File: config.mk
export PLATFORM = sky130hd
export DESIGN_NAME = mem_arbiter
export DESIGN_NICKNAME = d
export VERILOG_FILES = /design/src/rtl/mem_arbiter.sv
export SDC_FILE = /design/constraint.sdc
export NUM_CORES = 1
export LEC_CHECK = 0
export CORE_ASPECT_RATIO = 2
export CORE_MARGIN = 2
export CORE_UTILIZATION = 32
export CTS_CLUSTER_DIAMETER = 150
export DETAILED_ROUTE_END_ITERATION = 7
export PLACE_DENSITY = 0.62
export SYNTH_ARGS = -nofsm -noshare
export SYNTH_HDL_FRONTEND = slang
export SYNTH_SLANG_ARGS = --single-unit
export TNS_END_PERCENT = 5
File: constraint.sdc
create_clock -name clk -period 4.05 [get_ports clk]
set_input_delay 1.0125 -clock clk [delete_from_list [all_inputs] [get_ports clk]]
set_output_delay 1.0125 -clock clk [all_outputs]
set_load 0.05 [all_outputs]
File: src/rtl/mem_arbiter.sv
// mem_arbiter: shares one memory port between instruction fetch (I) and load/store (D).
// Optional build macro MEM_ARB_FAIR_EN limits consecutive D grants while a fetch waits.
module mem_arbiter #(
    parameter int unsigned TIMEOUT    = 15,
    parameter int unsigned FAIR_LIMIT = 4
) (
    input  logic        clk,
    input  logic        rst,
    input  logic        i_req,
    input  logic [31:0] i_addr,
    output logic [31:0] i_rdata,
    output logic        i_ack,
    output logic        i_err,
    input  logic        d_req,
    input  logic        d_we,
    input  logic        d_byte,
    input  logic [31:0] d_addr,
    input  logic [31:0] d_wdata,
    output logic [31:0] d_rdata,
    output logic        d_ack,
    output logic        d_err,
    output logic        mem_en,
    output logic        mem_we,
    output logic [3:0]  mem_be,
    output logic [31:0] mem_addr,
    output logic [31:0] mem_wdata,
    input  logic [31:0] mem_rdata,
    input  logic        mem_ready
);
    localparam int unsigned TW = (TIMEOUT > 1) ? $clog2(TIMEOUT) : 1;
    localparam logic [TW-1:0] TO_LAST = TW'(TIMEOUT - 1);
    localparam int unsigned FW = $clog2(FAIR_LIMIT + 1);
    localparam logic [FW-1:0] FAIR_MAX = FW'(FAIR_LIMIT);

    typedef enum logic [1:0] {IDLE, GRANT_I, GRANT_D, ERR} state_t;

    function automatic logic [3:0] lane_mask(input logic [1:0] lane);
        case (lane)
            2'd0:    return 4'b0001;
            2'd1:    return 4'b0010;
            2'd2:    return 4'b0100;
            2'd3:    return 4'b1000;
            default: return 4'b0000;
        endcase
    endfunction

    function automatic logic [31:0] load_byte(input logic [31:0] word, input logic [1:0] lane);
        logic [7:0] b;
        case (lane)
            2'd0:    b = word[7:0];
            2'd1:    b = word[15:8];
            2'd2:    b = word[23:16];
            2'd3:    b = word[31:24];
            default: b = 8'h00;
        endcase
        return {{24{b[7]}}, b};
    endfunction

    state_t        state_q, state_d;
    logic [TW-1:0] to_cnt_q, to_cnt_d;
    logic [FW-1:0] fair_cnt_q, fair_cnt_d;
    logic          lat_byte_q, lat_byte_d;
    logic [1:0]    lat_lane_q, lat_lane_d;
    logic [31:0]   i_rdata_q, i_rdata_d, d_rdata_q, d_rdata_d;
    logic          i_ack_q, i_ack_d, i_err_q, i_err_d;
    logic          d_ack_q, d_ack_d, d_err_q, d_err_d;
    logic          mem_en_q, mem_en_d, mem_we_q, mem_we_d;
    logic [3:0]    mem_be_q, mem_be_d;
    logic [31:0]   mem_addr_q, mem_addr_d, mem_wdata_q, mem_wdata_d;
    logic          d_misal_s;
    logic          fair_force_s;

    assign d_misal_s = !d_byte && (d_addr[1:0] != 2'b00);

`ifdef MEM_ARB_FAIR_EN
    assign fair_force_s = i_req && (fair_cnt_q == FAIR_MAX);
`else
    // Strict D priority: the fairness counter is held at zero and never consulted.
    assign fair_force_s = 1'b0 && (fair_cnt_q == FAIR_MAX);
`endif

    // Next-state, request latching and response generation.
    always_comb begin
        state_d     = state_q;
        to_cnt_d    = to_cnt_q;
        fair_cnt_d  = fair_cnt_q;
        lat_byte_d  = lat_byte_q;
        lat_lane_d  = lat_lane_q;
        i_rdata_d   = i_rdata_q;
        i_ack_d     = 1'b0;
        i_err_d     = 1'b0;
        d_rdata_d   = d_rdata_q;
        d_ack_d     = 1'b0;
        d_err_d     = 1'b0;
        mem_en_d    = mem_en_q;
        mem_we_d    = mem_we_q;
        mem_be_d    = mem_be_q;
        mem_addr_d  = mem_addr_q;
        mem_wdata_d = mem_wdata_q;
        case (state_q)
            IDLE: begin
                // The requester whose ack is on the wire still holds its request.
                if (i_ack_q || d_ack_q) begin
                    state_d = IDLE;
                end else if (d_req && !fair_force_s) begin
`ifdef MEM_ARB_FAIR_EN
                    fair_cnt_d = i_req ? (fair_cnt_q + FW'(1)) : {FW{1'b0}};
`endif
                    if (d_misal_s) begin
                        state_d = ERR;
                    end else begin
                        state_d     = GRANT_D;
                        to_cnt_d    = {TW{1'b0}};
                        lat_byte_d  = d_byte;
                        lat_lane_d  = d_addr[1:0];
                        mem_en_d    = 1'b1;
                        mem_we_d    = d_we;
                        mem_addr_d  = d_addr & 32'hFFFF_FFFC;
                        mem_be_d    = (d_we && d_byte) ? lane_mask(d_addr[1:0]) : 4'b1111;
                        mem_wdata_d = !d_we ? 32'h0000_0000 :
                                      (d_byte ? {4{d_wdata[7:0]}} : d_wdata);
                    end
                end else if (i_req) begin
                    state_d     = GRANT_I;
                    to_cnt_d    = {TW{1'b0}};
                    fair_cnt_d  = {FW{1'b0}};
                    mem_en_d    = 1'b1;
                    mem_we_d    = 1'b0;
                    mem_addr_d  = i_addr & 32'hFFFF_FFFC;
                    mem_be_d    = 4'b1111;
                    mem_wdata_d = 32'h0000_0000;
                end else begin
                    state_d = IDLE;
                end
            end
            GRANT_I, GRANT_D: begin
                if (mem_ready) begin
                    state_d  = IDLE;
                    mem_en_d = 1'b0;
                    mem_we_d = 1'b0;
                    if (state_q == GRANT_I) begin
                        i_ack_d   = 1'b1;
                        i_rdata_d = mem_rdata;
                    end else begin
                        d_ack_d = 1'b1;
                        if (mem_we_q) begin
                            d_rdata_d = d_rdata_q;
                        end else if (lat_byte_q) begin
                            d_rdata_d = load_byte(mem_rdata, lat_lane_q);
                        end else begin
                            d_rdata_d = mem_rdata;
                        end
                    end
                end else if (to_cnt_q == TO_LAST) begin
                    state_d  = IDLE;
                    mem_en_d = 1'b0;
                    mem_we_d = 1'b0;
                    if (state_q == GRANT_I) begin
                        i_ack_d = 1'b1;
                        i_err_d = 1'b1;
                    end else begin
                        d_ack_d = 1'b1;
                        d_err_d = 1'b1;
                    end
                end else begin
                    to_cnt_d = to_cnt_q + TW'(1);
                end
            end
            ERR: begin
                state_d = IDLE;
                d_ack_d = 1'b1;
                d_err_d = 1'b1;
            end
            default: begin
                state_d = IDLE;
            end
        endcase
    end

    // State and output registers with synchronous reset.
    always_ff @(posedge clk) begin
        if (rst) begin
            state_q     <= IDLE;
            to_cnt_q    <= {TW{1'b0}};
            fair_cnt_q  <= {FW{1'b0}};
            lat_byte_q  <= 1'b0;
            lat_lane_q  <= 2'b00;
            i_rdata_q   <= 32'h0000_0000;
            i_ack_q     <= 1'b0;
            i_err_q     <= 1'b0;
            d_rdata_q   <= 32'h0000_0000;
            d_ack_q     <= 1'b0;
            d_err_q     <= 1'b0;
            mem_en_q    <= 1'b0;
            mem_we_q    <= 1'b0;
            mem_be_q    <= 4'b0000;
            mem_addr_q  <= 32'h0000_0000;
            mem_wdata_q <= 32'h0000_0000;
        end else begin
            state_q     <= state_d;
            to_cnt_q    <= to_cnt_d;
            fair_cnt_q  <= fair_cnt_d;
            lat_byte_q  <= lat_byte_d;
            lat_lane_q  <= lat_lane_d;
            i_rdata_q   <= i_rdata_d;
            i_ack_q     <= i_ack_d;
            i_err_q     <= i_err_d;
            d_rdata_q   <= d_rdata_d;
            d_ack_q     <= d_ack_d;
            d_err_q     <= d_err_d;
            mem_en_q    <= mem_en_d;
            mem_we_q    <= mem_we_d;
            mem_be_q    <= mem_be_d;
            mem_addr_q  <= mem_addr_d;
            mem_wdata_q <= mem_wdata_d;
        end
    end

    assign i_rdata   = i_rdata_q;
    assign i_ack     = i_ack_q;
    assign i_err     = i_err_q;
    assign d_rdata   = d_rdata_q;
    assign d_ack     = d_ack_q;
    assign d_err     = d_err_q;
    assign mem_en    = mem_en_q;
    assign mem_we    = mem_we_q;
    assign mem_be    = mem_be_q;
    assign mem_addr  = mem_addr_q;
    assign mem_wdata = mem_wdata_q;

endmodule
==> results of run 1 <==
==> flip-flops by register name, summed over array words and instances (netlist names) <==
register,flops
mem_addr,30
to_cnt_q,4
i_rdata,32
i_ack,1
d_rdata,32
mem_en,1
mem_wdata,32
lat_lane_q,2
lat_byte_q,1
state_q,2
d_ack,1
mem_we,1
mem_be,4
d_err,1
i_err,1
==> power breakdown <==
group          total, mW  switching (mW)  leakage (nW)  internal (mW)
logic               1.38           0.877          2.19          0.502
registers           1.63          0.0724          1.18           1.56
clock network       1.75           0.621         0.314           1.12
==> through the flow <==
| step | instance area (um^2) | cells |
|---|---|---|
| floorplan | 6300 | 794 |
| global placement | 9160 | 1268 |
| detailed placement | 9160 | 1268 |
| CTS | 9810 | 1300 |
| global route | 9810 | 1300 |
| finish | 9810 | 1300 |
==> per-layer routing <==
| metal | up-vias | global-route usage (%) | routed length, um |
|---|---|---|---|
| met5 | - | 0 | 0 |
| met4 | 0 | 9.12 | 673 |
| met3 | 32 | 5.88 | 1510 |
| met2 | 232 | 38.3 | 11800 |
| met1 | 2891 | 21.1 | 7820 |
| li1 | 3185 | - | - |
==> cell type report <==
type	instances	area [um^2]
multi-input cells	526	2930
repair buffers	282	2790
fillers	1858	9560
clock inverters	10	181
well taps	259	324
inverters	56	210
flip-flops and latches	145	2900
clock buffers	22	464
==> worst register-to-register path, cell delays in order (launching register included) <==
cell      delay [ns]
dfxtp_1         0.33
inv_1           0.10
ha_1            0.38
or3b_1          0.47
a211oi_4        0.29
buf_12          0.34
nor2_1          0.11
a211oi_1        0.22
==> worst paths after layout <==
check | cells after the start | slack [ns] | end | startpoint
worst max-delay path | 1 | 1.32 | mem_we | mem_we$_SDFFE_PP0P_
worst min-delay path | 2 | 0.45 | mem_wdata[25]$_SDFFE_PP0P_ | mem_wdata[25]$_SDFFE_PP0P_
worst min register to register | 2 | 0.45 | mem_wdata[25]$_SDFFE_PP0P_ | mem_wdata[25]$_SDFFE_PP0P_
worst max register to register | 7 | 1.74 | mem_addr[25]$_SDFFE_PP0P_ | state_q[1]$_SDFFE_PP0P_
==> cell families (layout without fill, tap and decap cells) <==
group                      after synthesis  in the layout
adders and majority gates                6              6
AOI/OAI and AO/OA                      226            226
muxes                                   40             40
other                                    1              2
DFF                                    145            145
buffers and inverters                  123            370
and+or+nand+nor                        252            252
==> cell usage in the layout (no fill, tap or decap), types with 2 or more instances in the layout <==
| cell type | synthesis | layout |
|---|---|---|
| clkinv_2 | 0 | 3 |
| buf_4 | 3 | 14 |
| inv_1 | 56 | 56 |
| clkdlybuf4s50_1 | 0 | 266 |
| clkbuf_8 | 0 | 2 |
| conb_1 | 1 | 2 |
| clkbuf_16 | 0 | 17 |
| or3_1 | 3 | 3 |
| a21o_1 | 7 | 7 |
| a211oi_1 | 32 | 32 |
| a31oi_1 | 3 | 3 |
| a21oi_1 | 80 | 80 |
| bufinv_16 | 0 | 5 |
| a211o_1 | 2 | 2 |
| a22o_1 | 7 | 7 |
| dfxtp_1 | 145 | 145 |
| ha_1 | 6 | 6 |
| and2_1 | 2 | 2 |
| o22ai_1 | 28 | 28 |
| nand2b_1 | 2 | 2 |
| and2_0 | 2 | 2 |
| nand2_1 | 117 | 117 |
| a2111o_1 | 2 | 2 |
| nor3_1 | 6 | 6 |
| nor2b_1 | 3 | 3 |
| nor2_1 | 68 | 68 |
| o21ai_0 | 57 | 57 |
| a2111oi_0 | 2 | 2 |
| nand3_1 | 41 | 41 |
| nand4b_1 | 2 | 2 |
| clkbuf_1 | 51 | 3 |
| mux2i_1 | 39 | 39 |
| a22oi_1 | 2 | 2 |
==> qor.yml, run 1 <==
timing:
  setup_ws_ns: 1.32
  finalHoldViolCount: 0
  tns_ns: 0
  setup_viol: 0
  rsz0062_at_grt: "false"
  slew_headroom_pct: 36.5
  finalCritPeriodShare_pct: 67.4
  hold_slack_ns: 0.450
  skew_ns: 0.0107
  fmax_mhz: 366
  tightest_slew_ns: 0.952
  period_needed_ns: 2.73
  drv_slew: 0
power_and_ir_drop:
  power_density_nw_per_um2: 485
  peakVddDrop_uv: 266
  finalPower_mw: 4.76
  p_leak_nw: 3.69
grt:
  track_usage_pct: 20.8
  grt_pass1_wl_mm: 33.1
  antenna_found_initial: 0
  gr-total-overflow: 0
  grt_max_degree: 89
  grt_pass1_vias: 6118
synthesis:
  synth_edf_count: 0
  yosys.area_share.adder_pct: 1.19
  synth_area_um2: 6300
  synth_compound_area_share_pct: 21.5
  syn_inst: 793
  synth_area_leaders: "dfxtp_1 46%, nand2_1 7.0%, a21oi_1 6.4%"
  ys.flop_type: "dfxtp_1"
  ys_warn_count: 0
  synthDistinctLibCells: 41
  synth_top_cell_by_area: "dfxtp_1"
  yosys.area.top_type_share_pct: 46.1
  synth_top_family_by_area: "compound AO/OA/AOI/OAI gates"
  async_flop_share_pct: 0
  synth_common_cells: "145 x dfxtp_1, 117 x nand2_1, 80 x a21oi_1"
  synth-simple-area-share_pct: 16.9
  synth.yosys.seq_area_share_pct: 46.1
  synth_xor_xnor_area_share_pct: 0
  synthMuxAreaShare_pct: 6.55
  yosysMostFrequentCell: "dfxtp_1"
  syn_area_per_cell_um2: 7.95
  synth-seq-cells: 145
min_path:
  hp-class: "reg2reg"
floorplanning:
  die_x_um: 103
  die_h_um: 202
  start_util_pct: 32.5
  die-area_um2: 20900
  io_pins: 273
  rows: 72
  core_um2: 19400
clocking:
  cts_buffer_depth: 2
  hold_buffers: 0
  post_cts_resized: 0
  root_buffer: "clkbuf_16"
  numCtsBuffers: 17
  clkLatencyLatePin_ns: 0.43
  clock-sinks: 145
  clk_pin_slew_ns: 0.06
  htree_levels: 4
  cts_tree: "built"
  postCtsSetupRepairBufs: 0
setup_path:
  start_kind: "flip-flop"
  end_kind: "primary output"
  worstPathArrival_ns: 1.72
  crit_chain: "clkdlybuf4s50_1"
  path_buf_inv: 1
  worstPathRequired_ns: 3.04
  path_delay_family: "buffers and inverters"
  path_max_fanout: 4
  critPathSlowestCell: "clkdlybuf4s50_1"
  worst-setup-path-type: "reg2out"
  cp_slowest_stage_delay_ns: 0.85
layout:
  post-route-util_pct: 50.6
  drive_gt1_share_pct: 4.71
  fin_nets: 1169
  area_growth_pct: 55.6
  diodes: 0
drt:
  detail_route.wl_per_cell_um: 16.8
  drc: 0
  wl_mm: 21.8
  ant_nets: 0
  dr_total_vias: 6340
  via_per_inst: 4.88
  drt_iter0_markers: 204
  dr.pass1.iters: 4
flow_run:
  cap_violations: 0
place:
  io_buffers: 268
  post-place-ws_ns: 1.01
  gp_congestion: 0.840
  post-dp-hpwl_mm: 16.0
status:
  status: "finished, final reports clean"
(Power assumes the default switching activity.)
==> run 2, diff against run 1 <==
--- a/config.mk
+++ b/config.mk
@@ -10,7 +10,7 @@
 export CORE_UTILIZATION = 32
 export CTS_CLUSTER_DIAMETER = 150
 export DETAILED_ROUTE_END_ITERATION = 7
-export PLACE_DENSITY = 0.62
+export PLACE_DENSITY = 0.64
 export SYNTH_ARGS = -nofsm -noshare
 export SYNTH_HDL_FRONTEND = slang
 export SYNTH_SLANG_ARGS = --single-unit
==> constraint.sdc (replaced) <==
create_clock -name clk -period 2.5 [get_ports clk]
set_input_delay 0.625 -clock clk [delete_from_list [all_inputs] [get_ports clk]]
set_output_delay 0.625 -clock clk [all_outputs]
set_load 0.05 [all_outputs]
==> qor.yml, run 2 (same netlist as run 1, synthesis figures left out) <==
layout:
  layout_common_cells: "266 x clkdlybuf4s50_1, 145 x dfxtp_1, 117 x nand2_1"
  mostFrequentLayoutCell: "clkdlybuf4s50_1"
  final_cell_area_um2: 9930  # +1.3%
  area_growth_pct: 57.6
  fin_nets: 1176  # +0.60%
  drive_gt1_share_pct: 5.26  # +0.55 points
floorplanning:
  die-area_um2: 20900  # unchanged
  core_um2: 19400  # unchanged
  die_x_um: 103  # unchanged
  io_pins: 273  # unchanged
  die_h_um: 202  # unchanged
  rows: 72  # unchanged
  start_util_pct: 32.5  # unchanged
drt:
  dr.pass1.iters: 5  # +1
  detail_route.wl_per_cell_um: 16.5  # -1.8%
  drc: 0  # unchanged
  wl_mm: 21.5  # -1.3%
  dr_total_vias: 6385  # +0.71%
  ant_nets: 0  # unchanged
  drt_iter0_markers: 209  # +2.5%
  via_per_inst: 4.89  # +0.25%
place:
  post-dp-hpwl_mm: 16.2  # +0.99%
  dpl-instance-area_um2: 9300  # +1.5%
  io_buffers: 268  # unchanged
  post-place-ws_ns: -0.0347  # -1.05 ns
  gp_congestion: 0.799  # -4.8%
min_path:
  hp-class: "reg2reg"
clocking:
  clkLatencyLatePin_ns: 0.41  # -0.02 ns
  hold_buffers: 0  # unchanged
  clock-sinks: 145  # unchanged
  root_buffer: "clkbuf_16"
  cts_tree: "built"
  postCtsSetupRepairBufs: 0  # unchanged
  cts_buffer_depth: 2  # unchanged
  htree_levels: 4  # unchanged
  numCtsBuffers: 17  # unchanged
  post_cts_resized: 0  # unchanged
  clk_pin_slew_ns: 0.06  # about the same
grt:
  grt_pass1_wl_mm: 33.0  # -0.21%
  antenna_found_initial: 1  # +1
  gr-total-overflow: 0  # unchanged
  grt_pass1_vias: 6190  # +1.2%
  grt_max_degree: 61  # -31%
  track_usage_pct: 20.7  # -0.14 points
power_and_ir_drop:
  p_leak_nw: 3.74  # +1.2%
  power_density_nw_per_um2: 769  # +59%
  peakVddDrop_uv: 471  # +77%
timing:
  period_needed_ns: 2.34
  finalCritPeriodShare_pct: 93.4
  setup_ws_ns: 0.164  # -1.16 ns
  fmax_mhz: 428
  hold_slack_ns: 0.447  # -0.00320 ns
  rsz0062_at_grt: "false"
  tns_ns: 0  # unchanged
  setup_viol: 0  # unchanged
  tightest_slew_ns: 0.626  # -0.326 ns
  finalHoldViolCount: 0  # unchanged
  slew_headroom_pct: 58.3  # +22 points
  skew_ns: 0.00866  # -0.00206 ns
  drv_slew: 0  # unchanged
setup_path:
  start_kind: "flip-flop"
  crit_chain: "clkdlybuf4s50_1"
  path_delay_family: "buffers and inverters"
  path_max_fanout: 4  # unchanged
  cp_slowest_stage_delay_ns: 0.85  # about the same
  path_buf_inv: 1  # unchanged
  worstPathArrival_ns: 1.71  # about the same
  end_kind: "primary output"
  worst-setup-path-type: "reg2out"
  worstPathRequired_ns: 1.88  # -1.16 ns
  critPathSlowestCell: "clkdlybuf4s50_1"
flow_run:
  cap_violations: 0  # unchanged
status:
  status: "finished, final reports clean"
run 2: through the flow:
stage | utilization [%] | total power [mW] | std cells
global placement | 48.0 | 4.97 | 1275
finish | 51.3 | 7.63 | 1306
detailed placement | 48.0 | 4.99 | 1275
CTS | 51.3 | 7.73 | 1305
global route | 51.3 | 7.98 | 1306
floorplan | - | 4.10 | 794
run 2: area by class of cell:
| class | instances | area, um^2 |
|---|---|---|
| fillers | 1873 | 9440 |
| repair buffers | 289 | 2930 |
| multi-input cells | 526 | 2930 |
| flip-flops and latches | 145 | 2900 |
| clock buffers | 22 | 474 |
| well taps | 259 | 324 |
| inverters | 56 | 210 |
| clock inverters | 8 | 153 |
| diodes | 1 | 2.50 |
run 2: power breakdown:
part           internal, mW  switching, mW  leakage (nW)  total, mW
logic                 0.854           1.42          2.26       2.28
clock network          1.75          0.964         0.299       2.71
registers              2.53          0.123          1.18       2.65
run 2: final timing paths:
kind / start / to / slack [ns] / depth (start not counted)
worst max register to register: state_q[1]$_SDFFE_PP0P_ / lat_lane_q[0]$_SDFFE_PP0P_ / 0.39 / 7
worst min-delay path: mem_wdata[29]$_SDFFE_PP0P_ / mem_wdata[29]$_SDFFE_PP0P_ / 0.45 / 2
worst max-delay path: mem_we$_SDFFE_PP0P_ / mem_we / 0.16 / 1
worst min register to register: mem_wdata[29]$_SDFFE_PP0P_ / mem_wdata[29]$_SDFFE_PP0P_ / 0.45 / 2
run 2: per-layer routing:
layer  routed length [um]  track usage [%]
met4                  772             10.2
met3                 1440             5.46
met2                11900             38.1
met5                    0                0
met1                 7400             20.6
==> run 3, diff against run 2 <==
--- a/config.mk
+++ b/config.mk
@@ -10,7 +10,7 @@
 export CORE_UTILIZATION = 32
 export CTS_CLUSTER_DIAMETER = 150
 export DETAILED_ROUTE_END_ITERATION = 7
-export PLACE_DENSITY = 0.64
+export PLACE_DENSITY = 0.62
 export SYNTH_ARGS = -nofsm -noshare
 export SYNTH_HDL_FRONTEND = slang
 export SYNTH_SLANG_ARGS = --single-unit
==> constraint.sdc (replaced) <==
create_clock -name clk -period 2.7 [get_ports clk]
set_input_delay 0.675 -clock clk [delete_from_list [all_inputs] [get_ports clk]]
set_output_delay 0.675 -clock clk [all_outputs]
set_load 0.05 [all_outputs]
==> qor.yml, run 3 (same netlist as run 1, synthesis figures left out) <==
clocking:
  clkLatencyLatePin_ns: 0.42  # about the same
  clock-sinks: 145  # unchanged
  postCtsSetupRepairBufs: 0  # unchanged
  hold_buffers: 0  # unchanged
  clk_pin_slew_ns: 0.06  # about the same
  root_buffer: "clkbuf_16"
  numCtsBuffers: 17  # unchanged
  post_cts_resized: 0  # unchanged
  cts_buffer_depth: 2  # unchanged
  htree_levels: 4  # unchanged
  cts_tree: "built"
layout:
  diodes: 0  # -1
  area_growth_pct: 57.7  # about the same
  fin_nets: 1178  # +0.17%
  final_cell_area_um2: 9940  # about the same
  drive_gt1_share_pct: 5.43  # +0.17 points
  mostFrequentLayoutCell: "clkdlybuf4s50_1"
  layout_common_cells: "266 x clkdlybuf4s50_1, 145 x dfxtp_1, 117 x nand2_1"
floorplanning:
  start_util_pct: 32.5  # unchanged
  core_um2: 19400  # unchanged
  die_h_um: 202  # unchanged
  rows: 72  # unchanged
  die-area_um2: 20900  # unchanged
  die_x_um: 103  # unchanged
  io_pins: 273  # unchanged
place:
  io_buffers: 268  # unchanged
  post-dp-hpwl_mm: 16.5  # +1.7%
  gp_congestion: 0.832  # +4.2%
  dpl-instance-area_um2: 9290  # -0.11%
  post-place-ws_ns: 0.120  # +0.155 ns
timing:
  rsz0062_at_grt: "false"
  drv_slew: 0  # unchanged
  setup_ws_ns: 0.312  # +0.148 ns
  tns_ns: 0  # unchanged
  hold_slack_ns: 0.449  # +0.00189 ns
  setup_viol: 0  # unchanged
  period_needed_ns: 2.39
  fmax_mhz: 419
  slew_headroom_pct: 53.3  # -5.0 points
  skew_ns: 0.0134  # +0.00473 ns
  finalCritPeriodShare_pct: 88.4
  tightest_slew_ns: 0.699  # +0.0733 ns
  finalHoldViolCount: 0  # unchanged
power_and_ir_drop:
  p_sw_mw: 2.34  # -6.6%
  p_leak_nw: 3.76  # +0.52%
  p_sw_share_pct: 32.7  # -0.16 points
  finalPower_mw: 7.17  # -6.1%
  power_density_nw_per_um2: 722  # -6.1%
  cellInternalPower_mw: 4.82  # -5.9%
  peakVddDrop_uv: 429  # -8.9%
  power_frac_comb_pct: 29.4  # -0.4 points
  clkPwrFrac_pct: 36.3  # +0.8 points
  pwr-share-seq_pct: 34.3  # -0.4 points
grt:
  track_usage_pct: 21.2  # +0.47 points
  grt_pass1_vias: 6218  # +0.45%
  grt_pass1_wl_mm: 33.6  # +1.8%
  gr-total-overflow: 0  # unchanged
  grt_max_degree: 58  # -4.9%
  antenna_found_initial: 0  # -1
setup_path:
  path_max_fanout: 4  # unchanged
  cp_slowest_stage_delay_ns: 0.85  # about the same
  path_delay_family: "buffers and inverters"
  critPathSlowestCell: "clkdlybuf4s50_1"
  end_kind: "primary output"
  worstPathArrival_ns: 1.71  # about the same
  start_kind: "flip-flop"
  worst-setup-path-type: "reg2out"
  worstPathRequired_ns: 2.03  # +0.15 ns
  crit_chain: "clkdlybuf4s50_1"
  path_buf_inv: 1  # unchanged
drt:
  wl_met3_mm: 1.44  # -0.35%
  dr_total_vias: 6352  # -0.52%
  wl_met2_mm: 12.0  # +0.96%
  detail_route.wl_per_cell_um: 16.7  # +1.4%
  ant_nets: 0  # unchanged
  wl_mm: 21.8  # +1.6%
  highest_layer: "met4"
  dr.pass1.iters: 6  # +1
  drt_iter0_markers: 230  # +10%
  drc: 0  # unchanged
  wl_met1_mm: 7.58  # +2.4%
  via_per_inst: 4.85  # -0.74%
min_path:
  hp-class: "reg2reg"
status:
  status: "finished, final reports clean"
flow_run:
  cap_violations: 0  # unchanged
run 3: worst paths after layout:
kind,startpoint,to,slack [ns],depth (start not counted)
min,mem_wdata[15]$_SDFFE_PP0P_,mem_wdata[15]$_SDFFE_PP0P_,0.45,2
max,mem_we$_SDFFE_PP0P_,mem_we,0.31,1
min reg2reg,mem_wdata[15]$_SDFFE_PP0P_,mem_wdata[15]$_SDFFE_PP0P_,0.45,2
max reg2reg,state_q[1]$_SDFFE_PP0P_,mem_wdata[21]$_SDFFE_PP0P_,0.59,8
run 3: power by group through the flow:
stage / Combinational (mW) / Clock (mW) / Sequential, mW
2_1_floorplan: 0.668 / 0 / 3.13
3_3_place_gp: 2.11 / 0 / 2.50
3_5_place_dp: 2.12 / 0 / 2.51
4_1_cts: 2.13 / 2.68 / 2.46
5_1_grt: 2.26 / 2.76 / 2.49
6_report: 2.11 / 2.60 / 2.46
run 3: layout make-up:
class                   instances  area [um^2]
multi-input cells             526         2930
repair buffers                291         2920
clock inverters                 9          178
well taps                     259          324
fillers                      1889         9430
clock buffers                  23          468
inverters                      56          210
flip-flops and latches        145         2900
run 3: per-layer routing:
metal,global-route usage [%],vias up
met4,9.63,0
met3,5.77,39
met1,21.6,2885
met5,0,-
li1,-,3189
met2,38.6,239
run 3: tightest hold or removal path, stage by stage (launching register included):
cell and delay [ns]:
dfxtp_1 0.30, nand2_1 0.05, a21oi_1 0.05
run 3: through the flow:
stage | std cells | utilization [%]
finish | 1309 | 51.3
global placement | 1277 | 48.0
detailed placement | 1277 | 48.0
floorplan | 794 | -
global route | 1309 | 51.3
CTS | 1309 | 51.3
